`src/rtl/pipe_stage_chain.sv`:
```
// Parametrised pipeline-register chain with per-stage stall/flush, bubble collapsing,
// output backpressure and youngest-wins combinational forwarding lookups.
module pipe_stage_chain #(
  parameter int STAGES  = 3,
  parameter int WIDTH   = 32,
  parameter int RA_W    = 5,
  parameter int LOOKUPS = 2,
  localparam int OCC_W  = $clog2(STAGES + 1),
  localparam int SIDX_W = (STAGES > 1) ? $clog2(STAGES) : 1
) (
  input  logic                        clk,
  input  logic                        reset,
  input  logic                        in_valid,
  output logic                        in_ready,
  input  logic [WIDTH-1:0]            in_data,
  input  logic [RA_W-1:0]             in_rd,
  input  logic                        in_we,
  input  logic [STAGES-1:0]           stall,
  input  logic [STAGES-1:0]           flush,
  input  logic                        out_ready,
  output logic                        out_valid,
  output logic [WIDTH-1:0]            out_data,
  output logic [RA_W-1:0]             out_rd,
  output logic                        out_we,
  output logic [STAGES-1:0]           stage_valid,
  output logic [OCC_W-1:0]            occupancy,
  input  logic [LOOKUPS*RA_W-1:0]     lookup_addr,
  output logic [LOOKUPS-1:0]          lookup_hit,
  output logic [LOOKUPS*WIDTH-1:0]    lookup_data,
  output logic [LOOKUPS*SIDX_W-1:0]   lookup_stage
);

  logic [STAGES-1:0]             valid_q, valid_d;
  logic [STAGES-1:0][WIDTH-1:0]  data_q, data_d;
  logic [STAGES-1:0][RA_W-1:0]   rd_q, rd_d;
  logic [STAGES-1:0]             we_q, we_d;
  logic [OCC_W-1:0]              occ_q, occ_d;
  logic [STAGES-1:0]             hold;

  // Hold propagates from the output end backwards; an empty stage breaks the chain.
  always_comb begin
    logic blk;
    hold = '0;
    blk  = ~out_ready;
    for (int k = STAGES - 1; k >= 0; k--) begin
      hold[k] = stall[k] | (valid_q[k] & blk);
      blk     = hold[k];
    end
  end

  assign in_ready = ~hold[0];

  always_comb begin
    logic             src_v;
    logic [WIDTH-1:0] src_data;
    logic [RA_W-1:0]  src_rd;
    logic             src_we;
    valid_d  = valid_q;
    data_d   = data_q;
    rd_d     = rd_q;
    we_d     = we_q;
    occ_d    = '0;
    src_v    = in_valid & ~hold[0];
    src_data = in_data;
    src_rd   = in_rd;
    src_we   = in_we;
    for (int k = 0; k < STAGES; k++) begin
      // A loading stage whose source holds takes a bubble and keeps its stale payload.
      if (!hold[k]) begin
        valid_d[k] = src_v;
        if (src_v) begin
          data_d[k] = src_data;
          rd_d[k]   = src_rd;
          we_d[k]   = src_we;
        end
      end
      if (flush[k]) begin
        valid_d[k] = 1'b0;
      end
      occ_d    = occ_d + OCC_W'(valid_d[k]);
      src_v    = valid_q[k] & ~hold[k];
      src_data = data_q[k];
      src_rd   = rd_q[k];
      src_we   = we_q[k];
    end
  end

  always_ff @(posedge clk or negedge reset) begin
    if (!reset) begin
      valid_q <= '0;
      data_q  <= '0;
      rd_q    <= '0;
      we_q    <= '0;
      occ_q   <= '0;
    end else begin
      valid_q <= valid_d;
      data_q  <= data_d;
      rd_q    <= rd_d;
      we_q    <= we_d;
      occ_q   <= occ_d;
    end
  end

  assign out_valid   = valid_q[STAGES-1];
  assign out_data    = data_q[STAGES-1];
  assign out_rd      = rd_q[STAGES-1];
  assign out_we      = we_q[STAGES-1];
  assign stage_valid = valid_q;
  assign occupancy   = occ_q;

  // Scanning oldest to youngest lets the youngest match overwrite older ones.
  always_comb begin
    logic [RA_W-1:0] addr;
    lookup_hit   = '0;
    lookup_data  = '0;
    lookup_stage = '0;
    for (int j = 0; j < LOOKUPS; j++) begin
      addr = lookup_addr[j*RA_W +: RA_W];
      for (int k = STAGES - 1; k >= 0; k--) begin
        if ((addr != '0) && valid_q[k] && we_q[k] && (rd_q[k] == addr)) begin
          lookup_hit[j]                      = 1'b1;
          lookup_data[j*WIDTH +: WIDTH]      = data_q[k];
          lookup_stage[j*SIDX_W +: SIDX_W]   = SIDX_W'(k);
        end
      end
    end
  end

endmodule

```
`config.mk`:
```
export PLATFORM = sky130hd
export DESIGN_NAME = pipe_stage_chain
export DESIGN_NICKNAME = d
export VERILOG_FILES = /design/src/rtl/pipe_stage_chain.sv
export SDC_FILE = /design/constraint.sdc
export NUM_CORES = 1
export LEC_CHECK = 0
export ABC_CLOCK_PERIOD_IN_PS = 3180
export BUFFER_PORTS_ARGS = -buffer_cell sky130_fd_sc_hd__buf_2
export CAP_MARGIN = 20
export CELL_PAD_IN_SITES_DETAIL_PLACEMENT = 0
export CELL_PAD_IN_SITES_GLOBAL_PLACEMENT = 1
export CORE_MARGIN = 2
export CORE_UTILIZATION = 41
export DETAILED_ROUTE_END_ITERATION = 8
export PLACE_DENSITY_LB_ADDON = 0.12
export SYNTH_ARGS = -nofsm -noshare
export SYNTH_HDL_FRONTEND = slang
export SYNTH_SLANG_ARGS = --single-unit
```
`constraint.sdc`:
```
create_clock -name clk -period 3.18 [get_ports clk]
set_input_delay 0.636 -clock clk [delete_from_list [all_inputs] [get_ports clk]]
set_output_delay 0.636 -clock clk [all_outputs]
set_load 0.01 [all_outputs]
```
Word level (Yosys, flattened, before mapping)
Cells that the tools add are included.
{"block": "word_totals", "register_bits": 119, "elab_cells": 79}
{"block": "classes", "addsub": 2, "n_eq_ne": 6, "n_mux": 24, "bitwise": 13, "n_reduce_logical": 23}
{"op": "$mux 32", "n": 6}
{"op": "$eq 5x5->1", "n": 6}
{"op": "$logic_and 1x1->1", "n": 18}
{"op": "$mux 1", "n": 12}
{"op": "$mux 2", "n": 6}
{"op": "$reduce_bool 5->1", "n": 2}
{"op": "$and 1x1->1", "n": 6}
{"op": "$reduce_and 2->1", "n": 3}
{"op": "$not 1->1", "n": 4}
{"op": "$or 1x1->1", "n": 3}
{"op": "$add 1x1->2", "n": 1}
{"op": "$add 2x1->2", "n": 1}

Logic depth before layout (Yosys ltp)
Gate-level depths: netlist of the first run.
{"block": "logic_depth", "ltp_word": 13, "mapped_depth": 8}

Least setup slack after synthesis of the first run
OpenSTA, ideal clock, no wires.
{"block": "synth_path", "path_kind": "input -> output", "from": "in lookup_addr[9]", "to": "out lookup_data[53]", "arrival_time_ps": 2190, "required_time_ps": 2544, "path_slack_ps": 354, "stages": 7, "cell_sequence": "xor2_1 a2111o_1 or4_1 clkbuf_1 buf_6 buf_6 a31oi_1"}
{"block": "synth_via", "elab_chain_len": 7, "word_cells_on_any_way": 16}
{"item": "from (decl)", "line_no": "27", "text": "input logic [LOOKUPS*RA_W-1:0] lookup_addr,"}
{"item": "$reduce_bool 5->1", "line_no": "120", "text": "if ((addr != '0) && valid_q[k] && we_q[k] && (rd_q[k] == addr)) begin"}
{"item": "$logic_and 1x1->1 (3 in a row)", "line_no": "120"}
{"item": "$mux 32 (2 in a row)", "line_no": "120"}
{"item": "$mux 32 (*)", "line_no": "120"}
{"item": "to (decl)", "line_no": "29", "text": "output logic [LOOKUPS*WIDTH-1:0] lookup_data,"}
Mark *: on every way between the ends. The rest lies on a longest branch, timed or not.

Worst setup path after layout of the first run
{"block": "layout_path", "from": "reg rd_q[4] in the netlist's numbering", "to": "out lookup_data[48]"}
{"block": "layout_via", "elab_chain_len": 3}
{"item": "from (decl)", "line_no": "35", "text": "logic [STAGES-1:0][RA_W-1:0] rd_q, rd_d;"}
{"item": "from (signal assigned)", "line_no": "98", "text": "rd_q <= rd_d;"}
{"item": "$eq 5x5->1", "line_no": "120"}
{"item": "$logic_and 1x1->1", "line_no": "120"}
{"item": "$mux 32", "line_no": "120"}
No other way between the ends.

==> insert_results.sql, run 1 <==
INSERT INTO impl_metrics (metric_group, metric, value, unit) VALUES
('clock_tree', 'cts_made_buffers', '17', ''),
('setup_path', 'critPathSlowestCell', 'sky130_fd_sc_hd__or4_4', ''),
('place', 'dpl.cell_count', '992', ''),
('timing', 'timing.final.crit_share', '98.8', '%'),
('yosys', 'synth_nets', '723', ''),
('power', 'irDropWorstVdd', '422', 'µV'),
('clock_tree', 'clkLatencyLatePin', '410', 'ps'),
('layout', 'final_net_count', '855', ''),
('die', 'die_area', '17200', 'µm²'),
('yosys', 'synth_area', '6620', 'µm²'),
('detailed_routing', 'drt_iter0_drc', '380', ''),
('clock_tree', 'cell_chosen_for_the_clock_root', 'sky130_fd_sc_hd__clkbuf_16', ''),
('timing', 'rsz0062_at_grt', 'true', ''),
('layout', 'diodes', '0', ''),
('yosys', 'synthesis.instances', '664', ''),
('clock_tree', 'cts_max_level', '4', ''),
('timing', 'final_setup_violation_count', '0', ''),
('place', 'placement.io_buffers', '172', ''),
('detailed_routing', 'detailroute.via_count', '5652', ''),
('timing', 'finalSetupTns', '0', 'ps'),
('global_route', 'grt_max_degree', '58', ''),
('detailed_routing', 'first_pass_iters', '5', ''),
('setup_path', 'critical-path-max-stage-delay', '580', 'ps'),
('setup_path', 'cp_num_cells', '6', ''),
('setup_path', 'timing.critical_path.from', 'rd_q[4]$_DFFE_PN0P_', ''),
('setup_path', 'crit_family', 'simple AND/OR/NAND/NOR gates', ''),
('hold_path', 'hold_class', 'in2async', ''),
('setup_path', 'critical_path.endpoint_type', 'output port', ''),
('yosys', 'synth_compound_gate_area_share', '7.11', '%'),
('global_route', 'first_global_vias', '5651', ''),
('yosys', 'synth_area_per_cell', '9.96', 'µm²'),
('yosys', 'post_synth_and_or_nand_nor_area_fraction', '16.2', '%'),
('setup_path', 'timing.critical_path.from_type', 'register', ''),
('layout', 'multiInputGateArea', '3190', 'µm²'),
('setup_path', 'path_class', 'reg2out', ''),
('status', 'status', 'finished clean', ''),
('yosys', 'dominant_combinational_cell_family_by_area_after_synthesis', 'multiplexers', ''),
('setup_path', 'worstPathBufferInverterCount', '2', ''),
('clock_tree', 'tritoncts', 'done', ''),
('setup_path', 'worstPathRequired', '2540', 'ps'),
('die', 'die_height', '131', 'µm'),
('power', 'p_per_area', '566', 'nW/µm²'),
('place', 'gp_routability_congestion', '0.860', ''),
('die', 'start_util', '41.8', '%'),
('flow_run', 'drv.max_cap_violation_count', '0', ''),
('place', 'hpwlAfterDp', '12800', 'µm'),
('setup_path', 'timing.rr.start', 'stage_valid[1]$_DFF_PN0_', ''),
('timing', 'worst_slack', '37.9', 'ps'),
('detailed_routing', 'drt_wl_total', '19500', 'µm'),
('global_route', 'track_usage', '23.7', '%'),
('timing', 'worst_pin_slew', '696', 'ps'),
('layout', 'drive_above_1_share', '44.8', '%'),
('yosys', 'post_synth_fa_ha_maj_area_fraction', '0.303', '%'),
('yosys', 'synth_sequential_area_ratio', '45.0', '%'),
('timing', 'timing.clock.skew', '8.14', 'ps'),
('timing', 'max_slew_margin', '53.6', '%'),
('yosys', 'synth_xor_area_share', '3.57', '%'),
('layout', 'syn2layout_area_growth', '24.7', '%'),
('global_route', 'grt_pass1_wl', '30900', 'µm'),
('timing', 'fmax', '0.318', 'GHz'),
('yosys', 'synth_cell_types', '33', ''),
('yosys', 'register_bit_count_reported_by_yosys', '119', ''),
('setup_path', 'crit_path_cell_trace', 'xor2_1, a2111o_1, or4_4, buf_12, a31oi_1, buf_2', ''),
('clock_tree', 'tritoncts_num_sinks', '119', ''),
('setup_path', 'crit_fanout', '19', ''),
('layout', 'nFillCells', '1483', ''),
('clock_tree', 'clk_transition_reported_paths', '60', 'ps'),
('global_route', 'grt_antenna_before_repair', '0', ''),
('detailed_routing', 'final_antenna_violating_net_count', '0', ''),
('clock_tree', 'post_cts_buffers', '0', ''),
('layout', 'layoutNonFillerInstCount', '1024', '');
cells in the final DEF, fill, tap and decap left out, types with 2 or more instances in the layout:
cell,netlist,final
sky130_fd_sc_hd__nand2b_1,2,2
sky130_fd_sc_hd__nor2_1,69,67
sky130_fd_sc_hd__clkbuf_1,26,6
sky130_fd_sc_hd__dfrtp_1,119,119
sky130_fd_sc_hd__and3_1,4,3
sky130_fd_sc_hd__xnor2_1,20,20
sky130_fd_sc_hd__nand4_1,35,35
sky130_fd_sc_hd__buf_4,38,19
sky130_fd_sc_hd__a31oi_1,64,57
sky130_fd_sc_hd__nand3_1,37,36
sky130_fd_sc_hd__clkinv_2,0,3
sky130_fd_sc_hd__nor2b_1,2,2
sky130_fd_sc_hd__a21oi_1,5,4
sky130_fd_sc_hd__buf_6,4,2
sky130_fd_sc_hd__a31oi_2,0,7
sky130_fd_sc_hd__or4_4,0,3
sky130_fd_sc_hd__o21ai_0,2,2
sky130_fd_sc_hd__buf_12,0,11
sky130_fd_sc_hd__nor4_2,0,2
sky130_fd_sc_hd__or4_1,5,2
sky130_fd_sc_hd__clkbuf_8,0,5
sky130_fd_sc_hd__inv_1,5,5
sky130_fd_sc_hd__nand2_1,70,70
sky130_fd_sc_hd__clkbuf_16,0,17
sky130_fd_sc_hd__xor2_1,7,7
sky130_fd_sc_hd__buf_2,19,170
sky130_fd_sc_hd__mux2_2,114,114
kinds of logic (layout without fill, tap and decap cells):
kind of cell	after synthesis	after routing
AOI/OAI and AO/OA	75	75
xor gates and xnor gates	27	27
adders and majority gates	1	1
buffers and inverters	95	239
DFF	119	119
muxes	114	114
and+or+nand+nor	233	233
registers in the layout, summed over array words and instances (netlist names):
signal / flops
out_rd: 5
stage_valid: 3
out_data: 32
we_q: 3
data_q: 64
rd_q: 10
occupancy: 2
layer usage:
layer	vias to the layer above	share of wire (%)	wire length, µm	GRT usage (%)
met3	21	6.8	1330	5.66
met2	215	48	9370	38.0
met4	0	1.3	252	7.63
met1	2823	44	8540	31.6
li1	2593	-	-	-
met5	-	0	0	0
what timing repair did:
item | 4_1_cts | 5_1_grt
hold buffers | 0 | 0
endpoints found under the setup margin | 49 | 62
resized for setup | 11 | 11
gates cloned | 1 | 0
layout make-up:
type / instances / area share, %
Multi-Input combinational cell: 450 / 38.7
Sequential cell: 119 / 36.1
Timing Repair Buffer: 203 / 15.3
Clock buffer: 28 / 6.26
Tap cell: 216 / 3.28
Inverter: 5 / 0.227
Clock inverter: 3 / 0.182
power breakdown:
group | internal [mW] | switching [mW] | total [mW]
registers | 1.85 | 0.351 | 2.20
clock network | 1.09 | 0.644 | 1.73
logic | 0.429 | 0.306 | 0.734
Yosys cell counts:
master,n,share of area (%)
sky130_fd_sc_hd__nand2_1,70,4.0
sky130_fd_sc_hd__a21o_1,1,0.11
sky130_fd_sc_hd__o21ai_0,2,0.15
sky130_fd_sc_hd__o221ai_1,1,0.13
sky130_fd_sc_hd__and2_1,1,0.095
sky130_fd_sc_hd__xor2_1,7,0.93
sky130_fd_sc_hd__nor3b_1,1,0.11
sky130_fd_sc_hd__and3_1,4,0.38
sky130_fd_sc_hd__buf_2,19,1.4
sky130_fd_sc_hd__buf_6,4,0.68
sky130_fd_sc_hd__o21bai_1,1,0.11
sky130_fd_sc_hd__dfrtp_1,119,45
sky130_fd_sc_hd__a2111o_1,1,0.17
sky130_fd_sc_hd__clkbuf_1,26,1.5
sky130_fd_sc_hd__and3b_1,1,0.13
sky130_fd_sc_hd__nor3_1,2,0.15
sky130_fd_sc_hd__a31oi_1,64,6.1
sky130_fd_sc_hd__buf_1,3,0.17
sky130_fd_sc_hd__or2_1,1,0.095
sky130_fd_sc_hd__nor2b_1,2,0.19
sky130_fd_sc_hd__or4_1,5,0.57
sky130_fd_sc_hd__nor2_1,69,3.9
sky130_fd_sc_hd__inv_1,5,0.28
sky130_fd_sc_hd__buf_4,38,4.3
sky130_fd_sc_hd__nor4_1,2,0.19
sky130_fd_sc_hd__xnor2_1,20,2.6
sky130_fd_sc_hd__a21oi_1,5,0.38
sky130_fd_sc_hd__fa_1,1,0.30
sky130_fd_sc_hd__nand2b_1,2,0.19
sky130_fd_sc_hd__or3b_2,1,0.13
sky130_fd_sc_hd__nand4_1,35,3.3
sky130_fd_sc_hd__mux2_2,114,19
sky130_fd_sc_hd__nand3_1,37,2.8
worst paths after layout:
kind | endpoint | slack (ps)
max | lookup_data[48] | 40
min | data_q[30]$_DFFE_PN0P_ | 260
max reg2reg | data_q[63]$_DFFE_PN0P_ | 960
min reg2reg | we_q[0]$_DFFE_PN0P_ | 540
max in group asynchronous | out_data[31]$_DFFE_PN0P_ | 2150
min in group clk | stage_valid[0]$_DFF_PN0_ | 410
stage by stage:
| step | total power, mW | utilization, % | instance area [µm²] | hold WS [ps] |
|---|---|---|---|---|
| 5_1_grt | 4.90 | 52.1 | 8250 | 308 |
| 4_1_cts | 4.71 | 51.8 | 8200 | 275 |
| 3_3_place_gp | 2.91 | 48.0 | 7590 | 521 |
| 2_1_floorplan | 2.69 | - | 6620 | 340 |
| 6_report | 4.67 | 52.1 | 8250 | 255 |
| 3_5_place_dp | 2.95 | 48.0 | 7590 | 521 |
Power figures use the tool's default switching activity.
==> run 2: changes to the inputs <==
RECOVER_POWER = 50   (was default)
REMOVE_ABC_BUFFERS = 1   (was default)
==> run 2 against run 1 <==
Net effect: the flow now finishes with violations (capacitance limit); non-clock buffer count rose by 7; via count up 0.35%; design area is 0.61% higher; utilization up 0.32 points; routed wire length up 2.2%; count of clock-buffer cells in the layout down 5; critical endpoint is now lookup_data[44].
==> insert_results.sql, run 2 (same netlist as run 1, synthesis figures left out) <==
INSERT INTO impl_metrics (metric_group, metric, value, unit) VALUES
('status', 'status', 'finished with violations', ''),
('status', 'violations', 'capacitance limit', ''),
('setup_path', 'path_class', 'reg2out', ''),
('setup_path', 'worstPathRequired', '2540', 'ps'),
('global_route', 'grt_pass1_wl', '31000', 'µm'),
('setup_path', 'crit_fanout', '32', ''),
('power', 'share_seq_of_total_power', '45.9', '%'),
('timing', 'worst_pin_slew', '1490', 'ps'),
('setup_path', 'critical_path.endpoint_type', 'output port', ''),
('timing', 'timing.clock.skew', '5.95', 'ps'),
('place', 'placed_cell_area', '7620', 'µm²'),
('global_route', 'first_global_vias', '5689', ''),
('timing', 'final_setup_violation_count', '0', ''),
('flow_run', 'drv.max_cap_violation_count', '1', ''),
('layout', 'layout_commonest_cell', 'sky130_fd_sc_hd__buf_2', ''),
('clock_tree', 'tritoncts', 'done', ''),
('die', 'top_level_ports', '173', ''),
('timing', 'period_minus_slack', '3150', 'ps'),
('setup_path', 'timing.critical_path.from_type', 'register', ''),
('layout', 'final_cell_area', '8300', 'µm²'),
('layout', 'registers.top_by_ff_count', 'data_q', ''),
('power', 'swShare', '28.1', '%'),
('die', 'die_area', '17200', 'µm²'),
('layout', 'final_net_count', '862', ''),
('layout', 'final_cell_mix', 'sky130_fd_sc_hd__buf_2, sky130_fd_sc_hd__dfrtp_1, sky130_fd_sc_hd__mux2_2', ''),
('layout', 'largest_register_ffs', '64', ''),
('clock_tree', 'cts_max_level', '4', ''),
('detailed_routing', 'remaining_drc_errors', '0', ''),
('die', 'die_height', '131', 'µm'),
('timing', 'max_slew_margin', '0.370', '%'),
('detailed_routing', 'via_per_inst', '5.50', ''),
('detailed_routing', 'drt_iter0_drc', '246', ''),
('timing', 'timing.final.crit_share', '99.1', '%'),
('global_route', 'track_usage', '23.5', '%'),
('detailed_routing', 'first_pass_iters', '7', ''),
('clock_tree', 'clk_transition_reported_paths', '60', 'ps'),
('layout', 'syn2layout_area_growth', '25.5', '%'),
('power', 'intPower', '3.46', 'mW'),
('clock_tree', 'cell_chosen_for_the_clock_root', 'sky130_fd_sc_hd__clkbuf_16', ''),
('global_route', 'grt_max_degree', '64', ''),
('place', 'hpwlAfterDp', '12900', 'µm'),
('setup_path', 'crit_path_cell_trace', 'xor2_1, a2111o_1, or4_4, buf_12, nor2_1, a31oi_2, buf_2', ''),
('timing', 'final-max-slew-violation-count', '0', ''),
('layout', 'nFillCells', '1497', ''),
('setup_path', 'worstPathBufferInverterCount', '2', ''),
('layout', 'drive_above_1_share', '42.1', '%'),
('power', 'power_frac_clock', '39.1', '%'),
('power', 'power_total', '4.82', 'mW'),
('timing', 'worst_slack', '27.8', 'ps'),
('power', 'irDropWorstVdd', '386', 'µV'),
('power', 'total_switching_power', '1.35', 'mW'),
('place', 'gp_routability_congestion', '0.843', ''),
('setup_path', 'crit_family', 'simple AND/OR/NAND/NOR gates', ''),
('setup_path', 'critPathSlowestCell', 'sky130_fd_sc_hd__or4_4', ''),
('clock_tree', 'clkLatencyLatePin', '410', 'ps'),
('die', 'row_count', '46', ''),
('detailed_routing', 'detailroute.via_count', '5672', ''),
('setup_path', 'worst-endpoint-arrival', '2520', 'ps'),
('power', 'power.static_leakage', '3.75', 'nW'),
('die', 'die_x', '131', 'µm'),
('global_route', 'grt_antenna_before_repair', '1', ''),
('power', 'p_per_area', '580', 'nW/µm²'),
('timing', 'fmax', '0.317', 'GHz'),
('detailed_routing', 'drt_wl_total', '19900', 'µm'),
('clock_tree', 'cts_hold_buf', '0', ''),
('detailed_routing', 'wl_per_cell', '19.3', 'µm'),
('global_route', 'gr-total-overflow', '0', ''),
('place', 'placement.io_buffers', '172', ''),
('detailed_routing', 'final_antenna_violating_net_count', '0', ''),
('place', 'pre_cts_slack', '-124', 'ps'),
('timing', 'finalHoldViolCount', '0', ''),
('clock_tree', 'clk_path_buf_depth', '2', ''),
('power', 'power_frac_comb', '15.0', '%'),
('hold_path', 'hold_class', 'in2reg', ''),
('clock_tree', 'tritoncts_num_sinks', '119', ''),
('timing', 'rsz0062_at_grt', 'true', ''),
('die', 'start_util', '41.8', '%'),
('clock_tree', 'cts_made_buffers', '17', ''),
('setup_path', 'critical-path-max-stage-delay', '530', 'ps'),
('die', 'core', '15800', 'µm²');
-- run 2: changes by cell type in the layout (fill, tap and decap cells not counted), sizes merged --
cell,previous run,this run
clkbuf,28,67
diode,0,1
buf,203,166
bufinv,0,2
clkinvlp,0,3
-- run 2: layer usage --
layer	vias up	share of wire (%)	global-route usage, %
li1	2604	-	-
met1	2863	43	31.0
met2	177	50	38.5
met3	28	5.6	5.86
met4	0	1.4	6.76
met5	-	0	0
-- run 2: cell type report --
cell class	instances	area (µm²)	area share [%]
timing repair buffer	210	1200	14.5
clock buffer	23	478	5.76
clock inverter	8	97.6	1.18
inverter	5	18.8	0.226
sequential	119	2980	35.9
antenna	1	2.50	0.0301
tap	216	270	3.26
multi-input combinational	450	3250	39.2
-- run 2: timing repair --
action	in CTS	in global routing
endpoints found under the setup margin	60	44
pin swaps	0	1
cloned	0	0
resized for setup	10	21
setup buffers	1	2
-- run 2: worst paths after layout --
kind | from | endpoint | slack [ps] | cells past startpoint
worst max-delay path | rd_q[4]$_DFFE_PN0P_ | lookup_data[44] | 30 | 7
worst min-delay path | flush[2] | stage_valid[2]$_DFF_PN0_ | 400 | 2
worst max register to register | stage_valid[2]$_DFF_PN0_ | occupancy[0]$_DFF_PN0_ | 980 | 5
worst min register to register | we_q[0]$_DFFE_PN0P_ | we_q[0]$_DFFE_PN0P_ | 540 | 1
max in group asynchronous | reset | data_q[61]$_DFFE_PN0P_ | 860 | 2
min in group asynchronous | reset | data_q[21]$_DFFE_PN0P_ | 590 | 1
-- run 2: power by group through the flow --
stage,Clock (mW),Combinational [mW],Sequential [mW]
2_1_floorplan,0,0.440,2.15
3_3_place_gp,0,0.709,2.21
3_5_place_dp,0,0.730,2.23
4_1_cts,1.92,0.742,2.20
5_1_grt,1.99,0.795,2.27
6_report,1.88,0.722,2.21
-- run 2: stage by stage --
| step | instances | hold WS [ps] | setup TNS (ps) | util, % |
|---|---|---|---|---|
| finish | 1032 | 398 | 0 | 52.5 |
| global route | 1031 | 392 | -410 | 52.4 |
| CTS | 1029 | 319 | 0 | 52.1 |
| detailed placement | 997 | 525 | -878 | 48.2 |
| global placement | 997 | 521 | -1000 | 48.2 |
| floorplan | 574 | 340 | -107940 | - |
-- run 2: worst reg2reg max path: stages, from the launching register on --
cell,delay [ps]
sky130_fd_sc_hd__dfrtp_1,460
sky130_fd_sc_hd__a21oi_1,210
sky130_fd_sc_hd__o21bai_1,170
sky130_fd_sc_hd__or3b_2,510
sky130_fd_sc_hd__a21oi_1,270
sky130_fd_sc_hd__fa_1,460
==> run 3: changes to the inputs <==
CORE_UTILIZATION = 35   (was 41)
==> run 3 against run 2 <==
Net effect: via count decreased by 0.16%; the flow finishes with violations (capacitance limit, slew limit, setup timing); count of clock-buffer cells in the layout unchanged; register-to-register slack got worse by 20 ps; sequential cell count unchanged; first-iteration DRC count increased by 41%; critical endpoint is now lookup_data[42]; sequential power about the same.
==> insert_results.sql, run 3 (same netlist as run 1, synthesis figures left out) <==
INSERT INTO impl_metrics (metric_group, metric, value, unit) VALUES
('timing', 'worst_pin_slew', '1940', 'ps'),
('power', 'p_per_area', '567', 'nW/µm²'),
('global_route', 'grt_pass1_wl', '32700', 'µm'),
('layout', 'drive_above_1_share', '40.0', '%'),
('clock_tree', 'cts_hold_buf', '0', ''),
('clock_tree', 'tritoncts_num_sinks', '119', ''),
('clock_tree', 'clkLatencyLatePin', '420', 'ps'),
('status', 'violations', 'capacitance limit, slew limit, setup timing', ''),
('die', 'die_height', '141', 'µm'),
('global_route', 'first_global_vias', '5757', ''),
('global_route', 'grt_max_degree', '61', ''),
('global_route', 'track_usage', '21.2', '%'),
('clock_tree', 'clk_path_buf_depth', '2', ''),
('setup_path', 'crit_fanout', '19', ''),
('die', 'die_x', '141', 'µm'),
('power', 'power_total', '4.66', 'mW'),
('place', 'hpwlAfterDp', '13600', 'µm'),
('clock_tree', 'clk_transition_reported_paths', '50', 'ps'),
('place', 'placement.io_buffers', '172', ''),
('layout', 'registers.top_by_ff_count', 'data_q', ''),
('flow_run', 'drv.max_cap_violation_count', '1', ''),
('timing', 'final-max-slew-violation-count', '35', ''),
('setup_path', 'critical_path.endpoint_type', 'output port', ''),
('clock_tree', 'cts_max_level', '4', ''),
('timing', 'finalSetupTns', '-2.55', 'ps'),
('timing', 'timing.final.crit_share', '100', '%'),
('setup_path', 'timing.critical_path.from_type', 'register', ''),
('setup_path', 'worst-endpoint-arrival', '2550', 'ps'),
('timing', 'rsz0062_at_grt', 'true', ''),
('timing', 'final_setup_violation_count', '1', ''),
('detailed_routing', 'remaining_drc_errors', '0', ''),
('layout', 'nFillCells', '1810', ''),
('place', 'gp_routability_congestion', '0.821', ''),
('die', 'row_count', '50', ''),
('layout', 'layout_commonest_cell', 'sky130_fd_sc_hd__buf_2', ''),
('detailed_routing', 'detailroute.via_count', '5663', ''),
('layout', 'diodes', '0', ''),
('status', 'status', 'finished with violations', ''),
('layout', 'final_cell_mix', 'sky130_fd_sc_hd__buf_2, sky130_fd_sc_hd__dfrtp_1, sky130_fd_sc_hd__mux2_2', ''),
('die', 'start_util', '35.5', '%'),
('timing', 'period_minus_slack', '3180', 'ps'),
('place', 'pre_cts_slack', '-180', 'ps'),
('detailed_routing', 'via_per_inst', '5.43', ''),
('power', 'irDropWorstVdd', '347', 'µV'),
('clock_tree', 'cell_chosen_for_the_clock_root', 'sky130_fd_sc_hd__clkbuf_16', ''),
('timing', 'fmax', '0.314', 'GHz'),
('layout', 'layoutNonFillerInstCount', '1043', ''),
('setup_path', 'worstPathRequired', '2540', 'ps'),
('detailed_routing', 'drt_iter0_drc', '348', ''),
('setup_path', 'path_class', 'reg2out', ''),
('die', 'top_level_ports', '173', ''),
('die', 'core', '18600', 'µm²'),
('detailed_routing', 'final_antenna_violating_net_count', '0', ''),
('detailed_routing', 'drt_wl_total', '21100', 'µm'),
('detailed_routing', 'first_pass_iters', '8', ''),
('timing', 'max_slew_margin', '-29.2', '%'),
('global_route', 'gr-total-overflow', '0', ''),
('timing', 'timing.clock.skew', '8.81', 'ps'),
('layout', 'multiInputGateArea', '3190', 'µm²'),
('layout', 'largest_register_ffs', '64', ''),
('hold_path', 'hold_class', 'in2reg', ''),
('place', 'dpl.cell_count', '1012', ''),
('clock_tree', 'tritoncts', 'done', ''),
('detailed_routing', 'wl_per_cell', '20.2', 'µm'),
('layout', 'area.sequential', '2980', 'µm²'),
('timing', 'finalHoldViolCount', '0', ''),
('die', 'die_area', '20000', 'µm²'),
('power', 'power.static_leakage', '3.73', 'nW'),
('layout', 'syn2layout_area_growth', '24.1', '%'),
('layout', 'final_net_count', '860', ''),
('global_route', 'grt_antenna_before_repair', '0', ''),
('timing', 'worst_slack', '-2.55', 'ps'),
('clock_tree', 'cts_made_buffers', '17', '');
## run 3: cell types whose count changed in the layout (fill, tap and decap cells not counted), sizes merged
cell and change:
clkbuf +3, clkinvlp -2, buf -5, bufinv -2, diode -1
## run 3: layout make-up
| cell class | count | share of cell area (%) |
|---|---|---|
| tap | 234 | 3.57 |
| inverter | 5 | 0.229 |
| clock buffer | 23 | 6.07 |
| multi-input combinational | 450 | 38.9 |
| clock inverter | 4 | 0.274 |
| sequential | 119 | 36.3 |
| timing repair buffer | 208 | 14.7 |
## run 3: through the flow
step / cell area [µm²] / hold slack (ps) / util, %
floorplan: 6080 / 340 / -
global placement: 7610 / 528 / 40.8
detailed placement: 7610 / 539 / 40.8
CTS: 8240 / 185 / 44.2
global route: 8210 / 389 / 44.0
finish: 8210 / 400 / 44.0
## run 3: routing by layer
metal	global-route usage [%]	part of all wire (%)
met5	0	0
met4	6.79	1.5
met3	4.32	5.7
met2	34.2	47
met1	28.8	46
## run 3: worst max-delay path, stage by stage (launching register included)
cell	delay [ps]
sky130_fd_sc_hd__dfrtp_1	390
sky130_fd_sc_hd__xor2_1	170
sky130_fd_sc_hd__a2111o_1	390
sky130_fd_sc_hd__or4_4	580
sky130_fd_sc_hd__buf_12	200
sky130_fd_sc_hd__a31oi_2	210
sky130_fd_sc_hd__buf_2	180
## run 3: final timing paths
path	cells after the start	slack, ps	from	end
worst min register to register	1	550	data_q[42]$_DFFE_PN0P_	data_q[42]$_DFFE_PN0P_
worst min-delay path	2	400	flush[1]	stage_valid[1]$_DFF_PN0_
worst max register to register	5	960	stage_valid[2]$_DFF_PN0_	occupancy[0]$_DFF_PN0_
worst max-delay path	6	-3	rd_q[4]$_DFFE_PN0P_	lookup_data[42]
min in group asynchronous	1	760	reset	data_q[22]$_DFFE_PN0P_
max in group asynchronous	2	550	reset	data_q[37]$_DFFE_PN0P_
## run 3: where the power goes
group | leakage [nW] | internal (mW) | total [mW] | switching (mW)
Sequential | 1.50 | 1.85 | 2.21 | 0.360
Clock | 0.259 | 1.07 | 1.73 | 0.654
Combinational | 1.97 | 0.409 | 0.722 | 0.313
Total | 3.73 | 3.33 | 4.66 | 1.33
## run 3: timing repair
item,CTS,global route
setup endpoints to repair,35,45
resized for setup,15,9
pin swaps,1,1
buffers inserted,3,0
gates cloned,1,0
